===== src/rtl/lsb_first_serializer.sv =====
// ============================================================================
// Module      : lsb_first_serializer
// Description : Accepts a parallel word over valid/ready and shifts it out
//               LSB first, preceded by a one-cycle clear pulse for the
//               downstream serial FSM.
// Revision    : 1.0 - initial release
// ============================================================================
`default_nettype none

module lsb_first_serializer #(
    parameter int WIDTH = 8
) (
    input  logic             clk,
    input  logic             rst,
    input  logic             load_valid,
    input  logic [WIDTH-1:0] load_data,
    output logic             load_ready,
    output logic             ser_out,
    output logic             ser_valid,
    output logic             fsm_clr,
    output logic             last,
    output logic             busy
);

    localparam int               c_cnt_w    = (WIDTH > 1) ? $clog2(WIDTH) : 1;
    localparam logic [c_cnt_w-1:0] c_cnt_last = c_cnt_w'(WIDTH - 1);

    typedef enum logic [1:0] {
        ST_IDLE  = 2'd0,
        ST_CLEAR = 2'd1,
        ST_SHIFT = 2'd2
    } state_t;

    state_t             r_state;
    state_t             w_state_nxt;
    logic [WIDTH-1:0]   r_shreg;
    logic [c_cnt_w-1:0] r_cnt;
    logic               w_cnt_last;

    assign w_cnt_last = (r_cnt == c_cnt_last);

    always_ff @(posedge clk) begin
        if (rst) begin
            r_state <= ST_IDLE;
            r_shreg <= '0;
            r_cnt   <= '0;
        end else begin
            r_state <= w_state_nxt;
            case (r_state)
                ST_IDLE: begin
                    if (load_valid) begin
                        r_shreg <= load_data;
                        r_cnt   <= '0;
                    end
                end
                ST_SHIFT: begin
                    r_shreg <= r_shreg >> 1;
                    // Counter parks at zero after the final bit instead of wrapping.
                    r_cnt   <= w_cnt_last ? '0 : r_cnt + c_cnt_w'(1);
                end
                default: ;
            endcase
        end
    end

    always_comb begin
        w_state_nxt = r_state;
        load_ready  = 1'b0;
        ser_out     = 1'b0;
        ser_valid   = 1'b0;
        fsm_clr     = 1'b0;
        last        = 1'b0;
        busy        = 1'b0;
        case (r_state)
            ST_IDLE: begin
                // Ready is suppressed during reset so a word is never lost.
                load_ready = ~rst;
                if (load_valid) begin
                    w_state_nxt = ST_CLEAR;
                end
            end
            ST_CLEAR: begin
                fsm_clr     = 1'b1;
                busy        = 1'b1;
                w_state_nxt = ST_SHIFT;
            end
            ST_SHIFT: begin
                ser_valid = 1'b1;
                ser_out   = r_shreg[0];
                busy      = 1'b1;
                last      = w_cnt_last;
                if (w_cnt_last) begin
                    w_state_nxt = ST_IDLE;
                end
            end
            default: begin
                w_state_nxt = ST_IDLE;
            end
        endcase
    end

endmodule

`default_nettype wire


===== config.mk =====
export PLATFORM = sky130hd
export DESIGN_NAME = lsb_first_serializer
export DESIGN_NICKNAME = d
export VERILOG_FILES = /design/src/rtl/lsb_first_serializer.sv
export SDC_FILE = /design/constraint.sdc
export NUM_CORES = 1
export LEC_CHECK = 0
export CAP_MARGIN = 20
export CORE_MARGIN = 10
export CORE_UTILIZATION = 45
export CTS_BUF_LIST = sky130_fd_sc_hd__clkbuf_4
export DETAILED_ROUTE_END_ITERATION = 12
export PLACE_DENSITY = 0.75
export SLEW_MARGIN = 40
export SYNTH_ARGS = -nofsm -noshare
export SYNTH_HDL_FRONTEND = slang
export SYNTH_SLANG_ARGS = --single-unit
export TNS_END_PERCENT = 20

===== constraint.sdc =====
create_clock -name clk -period 1.77 [get_ports clk]
set_input_delay 0.354 -clock clk [delete_from_list [all_inputs] [get_ports clk]]
set_output_delay 0.354 -clock clk [all_outputs]
set_load 0.02 [all_outputs]

==> results.sh <==
export IMPL_status="finished clean"
export IMPL_ctsHoldBuffers=0
export IMPL_drtAntennaViolNets=0
export IMPL_fin_crit_ns=1.63
export IMPL_grt_overflow=0
export IMPL_powerDensity_nw_per_um2=849
export IMPL_hp_class="flip-flop to flip-flop"
export IMPL_syn_area_um2=652
export IMPL_layout_commonest_cell="dfxtp_1"
export IMPL_grt_pass1_vias=515
export IMPL_comb_power_share_pct=27.6
export IMPL_place_gp_congestion=0.792
export IMPL_crit_path_max_fanout=3
export IMPL_crit_path_end="busy"
export IMPL_grt_max_degree=16
export IMPL_postCtsSetupRepairBufs=0
export IMPL_critPathMaxStageDelay_ns=0.34
export IMPL_start_kind="flip-flop"
export IMPL_fmax_mhz=614
export IMPL_drt_iter0_drc=12
export IMPL_yosys_area_top_type_share_pct=39.9
export IMPL_slew_headroom_pct=88.7
export IMPL_synth_top_area_cell="dfxtp_1"
export IMPL_fin_skew_ns=0.00350
export IMPL_reg2reg_from="r_state[0]"
export IMPL_path_class="flip-flop to output port"
export IMPL_synth_seq_cells=13
export IMPL_critical_path_required_ns=1.42
export IMPL_drt_total_wl_um=1330
export IMPL_post_route_period_util_pct=92.0
export IMPL_cp_cell_sequence="inv_1 > ha_1 > dlygate4sd2_1"
export IMPL_via_count=547
export IMPL_cts_clk_slew_worst_paths_ns=0.07
export IMPL_vias_per_cell=5.21
export IMPL_p_leak_uw=0.000370
export IMPL_maxSlewViolCount=0
export IMPL_rows=13
export IMPL_htree_levels=1
export IMPL_synth_cell_types=21
export IMPL_cts_resized=9
export IMPL_io_buffers=16
export IMPL_antennaDiodeCount=0
export IMPL_worst_pin_slew_ns=0.165
export IMPL_wl_per_cell_um=12.7
export IMPL_final_cell_mix="dfxtp_1 (13), nor2_1 (10), clkdlybuf4s50_1 (10)"
export IMPL_peakVddDrop_mv=0.502
export IMPL_seqPwrFrac_pct=45.8
export IMPL_numCtsBuffers=3
export IMPL_cap_violations=0
export IMPL_clockBufferDepth=2
export IMPL_final_util_pct=64.4
export IMPL_grt_first_pass_wirelength_um=2210
export IMPL_coreArea_um2=1330
export IMPL_dp_hpwl_um=1040
export IMPL_cts_tree="yes"
export IMPL_regToRegEndpoint="r_shreg[6]"
export IMPL_p_sw_share_pct=28.3
export IMPL_antenna_found_initial=0
export IMPL_p_int_uw=523
export IMPL_fillCellCount=122
export IMPL_whs_path_depth=2
export IMPL_drive_above_1_share_pct=15.6
export IMPL_syn_num_nets=84
export IMPL_end_kind="output port"
export IMPL_synth_area_leaders="dfxtp_1 (40%), mux2i_1 (12%), ha_1 (9.6%), a211oi_1 (9.2%), nor2_1 (5.8%)"
export IMPL_die_w_um=58.1
export IMPL_yosys_warnings=0
export IMPL_insertion_delay_ns=0.27
export IMPL_synth_area_per_cell_um2=9.59
export IMPL_grtUsageTotal_pct=8.37
export IMPL_grt_setup_unrepaired="no"
export IMPL_cts_sinks=13
export IMPL_reg2regPathDepth=5
export IMPL_cp_arrival_ns=1.27
export IMPL_die_h_um=58.1
export IMPL_first_pass_iters=3
export IMPL_final_nets=107
export IMPL_ys_seq_area_share_pct=39.9
export IMPL_setup_viol=0
export IMPL_syn_inst=68
export IMPL_r2r_setup_slack_ns=0.29
export IMPL_cp_startpoint="r_state[1]"
export IMPL_crit_slowest_cell="dfxtp_1"
export IMPL_start_util_pct=48.9
export IMPL_dieArea_um2=3370
export IMPL_hold_viol=0
export IMPL_io_pin_count=17
export IMPL_power_frac_clock_pct=26.5
export IMPL_root_buffer="clkbuf_4"
export IMPL_hold_ws_ns=0.454
export IMPL_p_switching_uw=206
export IMPL_area_delta_synth_final_pct=31.9
export IMPL_drc=0
[flip-flops by register name, summed over array words and instances, names as in the netlist]
register / count
r_cnt: 3
r_shreg: 8
r_state: 2
[logic make-up after synthesis]
family,count (synthesis),share of synthesized area (%)
buf+inv,7,5.95
compound gates,15,16.1
fa+ha+maj,5,9.60
flops,13,39.9
mux,9,14.6
simple gates,19,13.8
[synth_stat cells]
| master | count |
|---|---|
| inv_1 | 3 |
| a211oi_1 | 8 |
| mux2i_1 | 8 |
| a21o_1 | 1 |
| dfxtp_1 | 13 |
| nand3_1 | 1 |
| nand3b_1 | 1 |
| nand2_1 | 2 |
| buf_2 | 1 |
| nand2b_1 | 1 |
| a21oi_1 | 4 |
| clkbuf_1 | 1 |
| or3_1 | 1 |
| buf_4 | 1 |
| and2_1 | 2 |
| a32oi_1 | 2 |
| ha_1 | 5 |
| buf_6 | 1 |
| nor2_1 | 10 |
| mux2_4 | 1 |
| or2b_1 | 1 |
[critical path, delay by kind of cell (launching register included)]
family	cells	cell delay (ns)
buffers and inverters	2	0.40
flip-flops	1	0.34
adder cells (fa/ha/maj)	1	0.26
[how the worst min path moves through the flow]
| stage | from | endpoint | slack (ns) |
|---|---|---|---|
| after global routing | r_shreg[7] | r_shreg[7] | 0.48 |
| after detailed placement | r_shreg[7] | r_shreg[7] | 0.45 |
| after global placement | r_shreg[7] | r_shreg[7] | 0.44 |
| after CTS | r_shreg[7] | r_shreg[7] | 0.46 |
| final | r_shreg[7] | r_shreg[7] | 0.45 |
| after floorplan | rst | r_shreg[1] | 0.43 |
[power by group through the flow]
stage | registers [µW] | clock network [µW] | logic (µW)
global placement | 340 | 0 | 212
detailed placement | 342 | 0 | 213
CTS | 335 | 206 | 205
floorplan | 339 | 0 | 137
finish | 334 | 194 | 202
global route | 339 | 220 | 223
[routing by layer]
layer | routed length, µm | GRT usage [%]
met5 | 0 | 0
met2 | 635 | 12.9
met3 | 84 | 5.88
met4 | 20 | 4.03
met1 | 591 | 8.38
[layout make-up]
type | count | area [µm²] | area share (%)
multi-input cells | 48 | 353 | 41.0
inverters | 3 | 11.3 | 1.31
clock buffers | 4 | 30.0 | 3.49
well taps | 15 | 18.8 | 2.18
repair buffers | 22 | 186 | 21.7
flip-flops and latches | 13 | 260 | 30.3
[metrics by stage]
| stage | total power (µW) | cell area [µm²] | std cells | TNS (ns) | setup slack, ns |
|---|---|---|---|---|---|
| global route | 782 | 860 | 105 | 0 | 0.0347 |
| detailed placement | 555 | 848 | 101 | -0.102 | -0.102 |
| finish | 730 | 860 | 105 | 0 | 0.142 |
| global placement | 552 | 848 | 101 | -0.114 | -0.114 |
| floorplan | 477 | 652 | 68 | 0 | 0.127 |
| CTS | 745 | 875 | 105 | 0 | 0.0278 |
No activity file was read; power rests on OpenSTA's default activity.
